--- config.mk ---
export PLATFORM = sky130hd
export DESIGN_NAME = mux_nx1_stream
export DESIGN_NICKNAME = d
export VERILOG_FILES = /design/src/rtl/mux_pkg.sv /design/src/rtl/mux_nx1_stream_rr_arbiter.sv /design/src/rtl/mux_nx1_stream.sv
export SDC_FILE = /design/constraint.sdc
export NUM_CORES = 1
export LEC_CHECK = 0
export BUFFER_PORTS_ARGS = -buffer_cell sky130_fd_sc_hd__buf_2
export CAP_MARGIN = 40
export CORE_MARGIN = 4
export CORE_UTILIZATION = 36
export DETAILED_ROUTE_END_ITERATION = 12
export PLACE_DENSITY = 0.81
export SKIP_CTS_REPAIR_TIMING = 1
export SYNTH_ARGS = -nofsm -noshare
export SYNTH_HDL_FRONTEND = slang
export SYNTH_SLANG_ARGS = --single-unit
--- constraint.sdc ---
create_clock -name CLK -period 1.35 [get_ports CLK]
set_input_delay 0.27 -clock CLK [delete_from_list [all_inputs] [get_ports CLK]]
set_output_delay 0.27 -clock CLK [all_outputs]
set_load 0.03 [all_outputs]
--- src/rtl/mux_pkg.sv ---
// Shared defaults and helpers for the N:1 stream multiplexer.
//   DEF_DATA_WIDTH : default channel data width
//   DEF_NUM_IN     : default channel count
//   chan_w()       : channel-index width for a given channel count
package mux_pkg;

  localparam int unsigned DEF_DATA_WIDTH = 16;
  localparam int unsigned DEF_NUM_IN     = 4;

  // Index width for n channels; never returns 0 so ports stay legal.
  function automatic int unsigned chan_w(input int unsigned n);
    return (n <= 1) ? 1 : $clog2(n);
  endfunction

endpackage

--- src/rtl/mux_nx1_stream_rr_arbiter.sv ---
// Round-robin search for the stream mux (built only with MUX_NX1_STREAM_RR_EN).
// Ports:
//   i_req         : per-channel request (in_valid)
//   i_ptr         : last granted channel; the search starts at i_ptr+1
//   o_grant_oh_c  : one-hot grant, combinational
//   o_grant_idx_c : grant index, combinational
//   o_grant_vld_c : any request found, combinational
`ifdef MUX_NX1_STREAM_RR_EN
module rr_arbiter
  import mux_pkg::*;
#(
  parameter int unsigned NUM_IN    = DEF_NUM_IN,
  parameter int unsigned SEL_WIDTH = chan_w(NUM_IN)
) (
  input  logic [NUM_IN-1:0]    i_req,
  input  logic [SEL_WIDTH-1:0] i_ptr,
  output logic [NUM_IN-1:0]    o_grant_oh_c,
  output logic [SEL_WIDTH-1:0] o_grant_idx_c,
  output logic                 o_grant_vld_c
);

  // Cyclic first-set search starting one past the pointer.
  always_comb begin
    int unsigned w_cand;
    o_grant_oh_c  = '0;
    o_grant_idx_c = '0;
    o_grant_vld_c = 1'b0;
    w_cand        = 0;
    for (int unsigned off = 1; off <= NUM_IN; off++) begin
      w_cand = (32'(i_ptr) + off) % NUM_IN;
      for (int unsigned j = 0; j < NUM_IN; j++) begin
        if (!o_grant_vld_c && (j == w_cand) && i_req[j]) begin
          o_grant_oh_c[j] = 1'b1;
          o_grant_idx_c   = SEL_WIDTH'(j);
          o_grant_vld_c   = 1'b1;
        end
      end
    end
  end

endmodule
`endif

--- src/rtl/mux_nx1_stream.sv ---
// N:1 valid/ready stream multiplexer with a single registered output stage.
// Build option: define MUX_NX1_STREAM_RR_EN for round-robin arbitration
// (select is then ignored); otherwise select fixes the granted channel.
// Ports:
//   CLK, RST   : clock (rising edge), async active-low reset
//   select     : channel to forward in fixed-select mode
//   in_data    : flattened inputs, channel i at [i*DATA_WIDTH +: DATA_WIDTH]
//   in_valid   : per-channel valid
//   in_ready   : per-channel ready (combinational, at most one bit set)
//   out_data   : registered selected data
//   out_valid  : out_data holds a word
//   out_ready  : downstream accepts a word
//   out_chan   : source channel of out_data
module mux_nx1_stream
  import mux_pkg::*;
#(
  parameter int unsigned DATA_WIDTH = DEF_DATA_WIDTH,
  parameter int unsigned NUM_IN     = DEF_NUM_IN,
  localparam int unsigned SEL_WIDTH = chan_w(NUM_IN)
) (
  input  logic                         CLK,
  input  logic                         RST,
  input  logic [SEL_WIDTH-1:0]         select,
  input  logic [NUM_IN*DATA_WIDTH-1:0] in_data,
  input  logic [NUM_IN-1:0]            in_valid,
  output logic [NUM_IN-1:0]            in_ready,
  output logic [DATA_WIDTH-1:0]        out_data,
  output logic                         out_valid,
  input  logic                         out_ready,
  output logic [SEL_WIDTH-1:0]         out_chan
);

  logic [DATA_WIDTH-1:0] r_out_data;
  logic [SEL_WIDTH-1:0]  r_out_chan;
  logic                  r_out_valid;

  logic [NUM_IN-1:0]     w_grant_oh;
  logic [SEL_WIDTH-1:0]  w_grant_idx;
  logic                  w_free;
  logic                  w_in_xfer;
  logic [DATA_WIDTH-1:0] w_sel_data;

  assign w_free = !r_out_valid || out_ready;

`ifdef MUX_NX1_STREAM_RR_EN
  logic [SEL_WIDTH-1:0] r_rr_ptr;
  logic                 w_grant_vld;

  rr_arbiter #(
    .NUM_IN    (NUM_IN),
    .SEL_WIDTH (SEL_WIDTH)
  ) u_rr_arbiter (
    .i_req         (in_valid),
    .i_ptr         (r_rr_ptr),
    .o_grant_oh_c  (w_grant_oh),
    .o_grant_idx_c (w_grant_idx),
    .o_grant_vld_c (w_grant_vld)
  );

  // Pointer advances only when a word is actually taken.
  always_ff @(posedge CLK or negedge RST) begin
    if (!RST) begin
      r_rr_ptr <= SEL_WIDTH'(NUM_IN - 1);
    end else if (w_in_xfer && w_grant_vld) begin
      r_rr_ptr <= w_grant_idx;
    end
  end
`else
  // Fixed select: out-of-range select decodes to no grant.
  always_comb begin
    w_grant_oh = '0;
    for (int unsigned j = 0; j < NUM_IN; j++) begin
      w_grant_oh[j] = (select == SEL_WIDTH'(j));
    end
  end
  assign w_grant_idx = select;
`endif

  // Ready goes only to the grant, never while held or in reset.
  assign in_ready  = (RST && w_free) ? w_grant_oh : '0;
  assign w_in_xfer = |(in_ready & in_valid);

  // Data steering from the one-hot grant avoids out-of-range slices.
  always_comb begin
    w_sel_data = '0;
    for (int unsigned j = 0; j < NUM_IN; j++) begin
      if (w_grant_oh[j]) begin
        w_sel_data = in_data[j*DATA_WIDTH +: DATA_WIDTH];
      end
    end
  end

  // Output stage: reload on input transfer, drain on output-only transfer.
  always_ff @(posedge CLK or negedge RST) begin
    if (!RST) begin
      r_out_valid <= 1'b0;
      r_out_data  <= '0;
      r_out_chan  <= '0;
    end else if (w_in_xfer) begin
      r_out_valid <= 1'b1;
      r_out_data  <= w_sel_data;
      r_out_chan  <= w_grant_idx;
    end else if (out_ready) begin
      r_out_valid <= 1'b0;
    end
  end

  assign out_data  = r_out_data;
  assign out_valid = r_out_valid;
  assign out_chan  = r_out_chan;

endmodule
After elaboration in Yosys (flattened, before gate mapping)
Index checks and enable logic that the tools add are counted.

word-level totals
  flip-flop bits (word level) = 19
  bits of input ports = 73
  output and inout bits = 23
  word-level logic and storage cells = 20

operators by class
  equal/unequal tests = 3
  multiplexer cells = 7
  bitwise logic cells = 1
  reductions and logical operators = 6

operators by type and width
  kind                                                 count
  2-to-1 mux 16 bit                                    4
  bitwise AND 4 bit                                    1
  equality test 2 bit, second input constant           2
  2-to-1 mux 4 bit                                     1
  OR reduction 4 bit                                   1
  equality test 2 x 1 -> 1 bit, second input constant  1
  zero test 2 bit                                      1
  2-to-1 mux 1 bit                                     2
  nonzero test 2 bit                                   1
  logical AND 1 bit                                    1
  zero test 1 bit                                      1
  logical OR 1 bit                                     1

Longest topological paths before layout
Gate-level depths: netlist of run 1.

  depth in word-level cells = 7
  depth in mapped cells = 5
  mapped depth without buffers = 3

Least setup slack after synthesis of run 1
No wires, ideal clock.

  kind = register -> output
  start point = register r_out_valid (netlist: out_valid)
  end point = output port in_ready[0]
  data arrival time = 1470 ps
  data required time = 1080 ps
  setup slack = -390 ps
  stages on the path, launching flop included = 4
  buffers on the path = 0
  cell sequence = dfrtp_1 nand2b_1 nand2_1 nor3_1

on the way
  word-level cells in the longest chain between the ends = 4

RTL lines
  what                    line                   text
  from (decl)             mux_nx1_stream.sv:35   logic r_out_valid;
  from (signal assigned)  mux_nx1_stream.sv:96   r_out_valid <= 1'b0;
  from (signal assigned)  mux_nx1_stream.sv:100  r_out_valid <= 1'b1;
  from (signal assigned)  mux_nx1_stream.sv:104  r_out_valid <= 1'b0;
  zero test 1 bit         mux_nx1_stream.sv:43   assign w_free = !r_out_valid || out_ready;
  logical OR 1 bit        mux_nx1_stream.sv:43
  logical AND 1 bit       mux_nx1_stream.sv:80   assign in_ready = (RST && w_free) ? w_grant_oh : '0;
  2-to-1 mux 4 bit        mux_nx1_stream.sv:80
  to (decl)               mux_nx1_stream.sv:26   output logic [NUM_IN-1:0] in_ready,

No other way between the ends.

Worst setup path after layout of run 1
  start point = register r_out_valid (netlist: out_valid)
  end point = output port in_ready[2]

Same word-level chain as after synthesis.

==> metrics.csv, run 1 <==
stage,metric,value,unit
outcome,outcome,"finished, violations left",
outcome,violated checks,setup timing,
placed_design,dpl ws,-0.2680,ns
finish,fill cell count,278,
placed_design,post-placement cell count,218,
hold_path,HP Class,input pin to asynchronous set/reset pin,
critical_path,cells on worst reg2reg path,5,
critical_path,Worst setup SP type,register,
floorplanning,height of the die,66.57,um
floorplanning,number of top-level pins,96,
timing,fin. max-slew vios,0,
yosys,most instantiated library cell after synthesis,dfrtp_1,
finish,Final nets,252,
critical_path,CP max FO,3,
yosys,"top cells by count, synth","dfrtp_1 (19), mux4_2 (17), mux2_2 (10), mux2_4 (9)",
timing,Final Worst Setup Slack,-0.09976,ns
detailed_routing,Via Count,1107,
floorplanning,Die Span X,66.57,um
clocking,clk slew on worst S/H paths,0.10,ns
yosys,Cell variety after synth,17,
critical_path,CP cell instances,nand2b_4 -> nand3_1 -> nor2_2 -> buf_6,
yosys,simple-gate portion of the synthesized area,4.762,%
yosys,Synth Net Count,147,
pwr,leakage power,0.9595,nW
grt,first-pass GRT wire length,5306,um
timing,Sum Neg Setup Slack,-0.3711,ns
pwr,Psw,0.0008352,W
timing,clock skew,0.001284,ns
detailed_routing,Initial DRT Pass Iterations,2,
clocking,Longest Clk Path Bufs,2,
placed_design,Detail Placement HPWL,3058,um
placed_design,PortBufs,95,
timing,Max Freq,0.6898,GHz
pwr,share of power burned in registers,37.6,%
yosys,Synth Flop Type,dfrtp_1,
floorplanning,die area,4432,sq um
yosys,Post-Synthesis Cells,74,
timing,RSZ-0062 raised after global routing,yes,
yosys,xor and xnor area share after synthesis,0,%
yosys,Synth Area in Adders,0,%
timing,part of the cycle the worst path needs,107.4,%
yosys,largest cells by area after synthesis,"dfrtp_1 (39%), mux4_2 (31%), mux2_4 (11%)",
detailed_routing,via/cell ratio,4.942,
yosys,mux share of post-synthesis cell area,51.06,%
timing,Slew headroom,84.72,%
yosys,Async SR Flop Fraction,100.0,%
critical_path,Critical Path RT,1.08,ns
yosys,largest family of logic cells by synthesized area,multiplexers,
finish,synth-to-layout area growth,54.91,%
floorplanning,Initial Utilization,37.01,%
detailed_routing,DRC viols,0,
grt,largest net degree at the start of global routing,19,
yosys,Syn. warnings,0,
finish,n_diodes,0,
yosys,sequential share of the synthesized area,38.50,%
pwr,switching part of the total power,38.64,%
clocking,"Clk Latency, worst-skew pair",0.28,ns
timing,Worst Max-Slew Pin Slew,0.2292,ns
yosys,Yosys reg bits,19,
yosys,Netlist Area Pre-Place,1235,sq um
clocking,CTS sink cnt,19,
floorplanning,CORE AREA,3337,sq um
pwr,pwr dens,1130,nW/um^2
critical_path,Setup crit end kind,primary output,
yosys,Post-synth EDFFs,0,
clocking,CTS root buf,clkbuf_4,
yosys,syn avg cell area,16.69,sq um
yosys,post-synthesis cell type with the largest combined area,dfrtp_1,
pwr,Peak VDD IR,0.0004626,V
critical_path,CP max stage cell,dfrtp_2,
pwr,Clk pwr share,12.8,%
grt,Total Routing Usage GR,16.05,%
finish,fin cells,224,
pwr,Gate power share,49.7,%
pwr,Int Power,0.001326,W
yosys,Yosys top cell area share,38.50,%
critical_path,"Data arrival, critical path",1.18,ns
clocking,CTS tree,built,
critical_path,largest stage delay on the critical path,0.44,ns
detailed_routing,antenna-violating nets left,0,
clocking,H-tree Lvls,1,
timing,Final Hold Viols,0,
grt,initial antenna violation count,0,
detailed_routing,initial DRC count,53,
timing,final setup vio count,4,
timing,Fin Hold WS,0.07846,ns
placed_design,routability cong.,0.6957,
detailed_routing,DR WL/cell,16.28,um
grt,vias in the first global route,1082,
timing,crit path time final,1.450,ns
floorplanning,row cnt,21,
finish,layout cells sized above 1,85.96,%
grt,gr ovfl total,0,
clocking,clock buffer count from CTS,3,
run,Max Cap Viol,0,
yosys,post-synthesis compound-gate area fraction,1.418,%
critical_path,WS Path Type,register to primary output,
detailed_routing,final WL,3647,um
==> critical path: cells and delay by family (launching register included) <==
family,cells,cell delay (ns)
flip-flops,1,0.44
AND/OR/NAND/NOR,3,0.32
buffers and inverters,1,0.14
==> layer usage <==
layer | vias up | part of all wire (%) | track usage, %
met3 | 2 | 7.4 | 3.541
met4 | 0 | 1.1 | 5.330
met2 | 36 | 55 | 28.09
met5 | - | 0 | 0
li1 | 506 | - | -
met1 | 563 | 37 | 19.35
==> cell usage in the layout (no fill, tap or decap) <==
| cell | Yosys | final |
|---|---|---|
| clkbuf_4 | 0 | 3 |
| nor3_2 | 0 | 1 |
| nor2_2 | 0 | 2 |
| nor3_4 | 0 | 1 |
| mux4_2 | 17 | 17 |
| dfrtp_2 | 0 | 1 |
| mux2_2 | 10 | 10 |
| inv_1 | 1 | 1 |
| buf_2 | 2 | 91 |
| buf_4 | 0 | 8 |
| nand2b_4 | 0 | 1 |
| nand2_1 | 2 | 1 |
| buf_6 | 1 | 4 |
| a22o_1 | 1 | 1 |
| nand2_2 | 0 | 1 |
| nand3_4 | 1 | 1 |
| dlygate4sd3_1 | 0 | 1 |
| clkbuf_1 | 2 | 1 |
| buf_12 | 1 | 2 |
| a31o_2 | 1 | 1 |
| mux2_4 | 9 | 9 |
| nand3_1 | 2 | 2 |
| dfrtp_1 | 19 | 18 |
==> area by class of cell <==
cell class | instances | area, sq um | share of cell area [%]
Tap cell | 46 | 57.56 | 3.009
Timing Repair Buffer | 106 | 610.6 | 31.92
Sequential cell | 19 | 476.7 | 24.92
Inverter | 1 | 3.754 | 0.1962
Multi-Input combinational cell | 48 | 738.2 | 38.59
Clock buffer | 4 | 26.28 | 1.373
==> final timing paths <==
check                                  from           to  slack [ns]
worst max-delay path              out_valid  in_ready[2]        -0.1
worst min-delay path                    RST  out_data[3]        0.08
worst max register to register    out_valid  out_data[9]        0.01
worst min register to register  out_data[4]  out_data[4]        0.51
max in group asynchronous               RST  out_chan[1]        0.80
min in group CLK                        RST  out_chan[1]        0.37
==> power groups by stage <==
stage	registers [W]	clock network, W	logic [W]
after floorplan	0.00113	0	0.000378
after global placement	0.000813	0	0.00104
after detailed placement	0.000824	0	0.00106
after CTS	0.000813	0.000281	0.00106
after global routing	0.000836	0.000314	0.00113
final	0.000812	0.000276	0.00107
==> stage by stage <==
step / power (W) / utilization [%] / instance area [sq um]
after CTS: 0.002158 / 55.98 / 1868
after global routing: 0.002280 / 57.33 / 1913
after global placement: 0.001848 / 55.19 / 1842
after floorplan: 0.001508 / - / 1270
after detailed placement: 0.001887 / 55.19 / 1842
final: 0.002161 / 57.33 / 1913
==> registers in the layout (all words and copies together) (netlist names) <==
signal,cells
out_data,16
out_chan,2
out_valid,1
==> kinds of logic (layout without fill, tap and decap cells) <==
| kind of cell | count (synthesis) | in the layout |
|---|---|---|
| flip-flops | 19 | 19 |
| AO/OA/AOI/OAI | 2 | 2 |
| multiplexers | 36 | 36 |
| buffers and inverters | 7 | 111 |
| AND/OR/NAND/NOR | 10 | 10 |
Note: power is estimated with default switching activity, not from simulation.
==> run 2, diff against run 1 <==
- CORE_MARGIN: 4 -> default
- SKIP_LAST_GASP: default -> 1
==> metrics.csv, run 2 (same netlist as run 1, synthesis figures left out) <==
stage,metric,value,unit,change
outcome,outcome,"finished, violations left",,
outcome,violated checks,setup timing,,
clocking,CTS root buf,clkbuf_4,,
floorplanning,Die Span X,60.57,um,-9.0%
timing,Final Worst Setup Slack,-0.1219,ns,-0.02218 ns
finish,Util after Layout,60.67,%,+3.3 points
pwr,share of power burned in registers,37.7,%,about the same
timing,Worst Max-Slew Pin Slew,0.3017,ns,+0.07259 ns
critical_path,CP max stage cell,dfrtp_2,,
critical_path,Crit path buffers/inverters,1,,unchanged
finish,Finished Cell Area,1913,sq um,unchanged
clocking,Longest Clk Path Bufs,2,,unchanged
run,Max Cap Viol,0,,unchanged
timing,final setup vio count,4,,unchanged
finish,fill cell count,250,,-10%
pwr,Psw,0.0008356,W,about the same
pwr,Gate power share,49.2,%,-0.5 points
clocking,H-tree Lvls,1,,unchanged
pwr,Int Power,0.001321,W,-0.42%
floorplanning,number of top-level pins,96,,unchanged
timing,Slew headroom,79.88,%,-4.8 points
critical_path,CP max FO,3,,unchanged
grt,Total Routing Usage GR,18.98,%,+2.9 points
timing,RSZ-0062 raised after global routing,yes,,
detailed_routing,final WL,3281,um,-10%
pwr,Peak VDD IR,0.0004736,V,+2.4%
floorplanning,die area,3669,sq um,-17%
critical_path,RR Startpoint,out_valid,,
critical_path,CP cell instances,nand2b_4 -> nand3_4 -> nor2_4 -> buf_6,,
timing,Sum Neg Setup Slack,-0.4245,ns,-0.05339 ns
clocking,CTS tree,built,,
finish,synth-to-layout area growth,54.91,%,unchanged
floorplanning,CORE AREA,3153,sq um,-5.5%
floorplanning,row cnt,20,,-4.8%
clocking,clock buffer count from CTS,3,,unchanged
pwr,pwr dens,1127,nW/um^2,-0.24%
detailed_routing,Initial DRT Pass Iterations,2,,unchanged
floorplanning,height of the die,60.57,um,-9.0%
critical_path,largest stage delay on the critical path,0.44,ns,about the same
grt,first-pass GRT wire length,4926,um,-7.2%
floorplanning,Initial Utilization,39.17,%,+2.2 points
hold_path,HP Class,input pin to asynchronous set/reset pin,,
grt,vias in the first global route,1087,,+0.46%
timing,part of the cycle the worst path needs,109.0,%,+1.6 points
detailed_routing,antenna-violating nets left,0,,unchanged
detailed_routing,DR WL/cell,14.91,um,-8.4%
placed_design,PortBufs,95,,unchanged
finish,layout cells sized above 1,87.50,%,+1.5 points
timing,Final Hold Viols,0,,unchanged
critical_path,Worst setup SP type,register,,
detailed_routing,Via Count,1126,,+1.7%
critical_path,Critical Path RT,1.08,ns,about the same
finish,"most common cell after layout, fill and taps aside",buf_2,,
pwr,leakage power,0.9561,nW,-0.35%
placed_design,Post-DP Area,1832,sq um,-0.54%
critical_path,Worst Setup SP,out_valid,,
critical_path,"Data arrival, critical path",1.20,ns,+0.02 ns
clocking,clk slew on worst S/H paths,0.11,ns,about the same
placed_design,routability cong.,0.7468,,+7.3%
critical_path,WS Path Type,register to primary output,,
timing,fin. max-slew vios,0,,unchanged
detailed_routing,initial DRC count,17,,-68%
grt,initial antenna violation count,0,,unchanged
critical_path,Setup crit end kind,primary output,,
pwr,Clk pwr share,13.2,%,+0.4 points
detailed_routing,via/cell ratio,5.118,,+3.6%
timing,Max Freq,0.6794,GHz,-1.5%
clocking,"Clk Latency, worst-skew pair",0.29,ns,about the same
pwr,Design Power,0.002156,W,-0.24%
critical_path,CP top delay family,flip-flops,,
finish,Largest register FFs,16,,unchanged
clocking,CTS sink cnt,19,,unchanged
finish,most frequent cells in the layout,"buf_2 (91), dfrtp_1 (18), mux4_2 (17)",,
timing,Fin Hold WS,0.03878,ns,-0.03967 ns
placed_design,Detail Placement HPWL,2685,um,-12%
grt,gr ovfl total,0,,unchanged
detailed_routing,DRC viols,0,,unchanged
pwr,switching part of the total power,38.75,%,+0.11 points
grt,largest net degree at the start of global routing,21,,+2
finish,n_diodes,0,,unchanged
timing,crit path time final,1.472,ns,+0.02218 ns
finish,Final nets,250,,-0.79%
timing,clock skew,0.006463,ns,+0.005179 ns
## run 2: cell types whose count changed in the layout (fill, tap and decap cells not counted), sizes merged
| cell | change |
|---|---|
| clkbuf | -1 |
| dlygate4sd3 | -1 |
| buf | -1 |
| clkinv | +1 |
## run 2: power groups by stage
stage	logic [W]	registers (W)	clock network [W]
CTS	0.00105	0.000813	0.000301
global placement	0.00102	0.000823	0
floorplan	0.000378	0.00113	0
global route	0.00113	0.000834	0.000327
finish	0.00106	0.000812	0.000284
detailed placement	0.00105	0.000822	0
## run 2: area by class of cell
type	count	area, sq um	share of cell area (%)
clock inverters	1	5.005	0.2616
well taps	44	55.05	2.878
multi-input cells	48	760.7	39.76
clock buffers	3	22.52	1.177
inverters	1	3.754	0.1962
repair buffers	104	589.3	30.80
flip-flops and latches	19	476.7	24.92
## run 2: path summary, 6_finish.rpt
| kind | cells after the start | slack [ns] | endpoint |
|---|---|---|---|
| worst min register to register | 1 | 0.52 | out_data[4] |
| worst max register to register | 5 | 0.01 | out_data[12] |
| worst max-delay path | 4 | -0.12 | in_ready[2] |
| max in group asynchronous | 2 | 1.10 | out_data[5] |
| min in group CLK | 3 | 0.42 | out_data[4] |
| worst min-delay path | 2 | 0.04 | out_valid |
## run 2: layer usage
layer	global-route usage, %	wire length (um)
met1	20.99	1232
met2	35.95	1743
met3	3.625	279
met4	6.818	26
met5	0	0
## run 2: through the flow
stage	instances	worst slack, ns
floorplan	74	-0.2199
global placement	215	-0.2332
detailed placement	215	-0.2720
CTS	219	-0.2711
global route	220	-0.1979
finish	220	-0.1219
## run 2: worst register-to-register path: cells and delay by family, from the launching register on
kind	cells	cell delay [ns]
buf+inv	2	0.30
simple gates	2	0.20
mux	1	0.30
flops	1	0.44
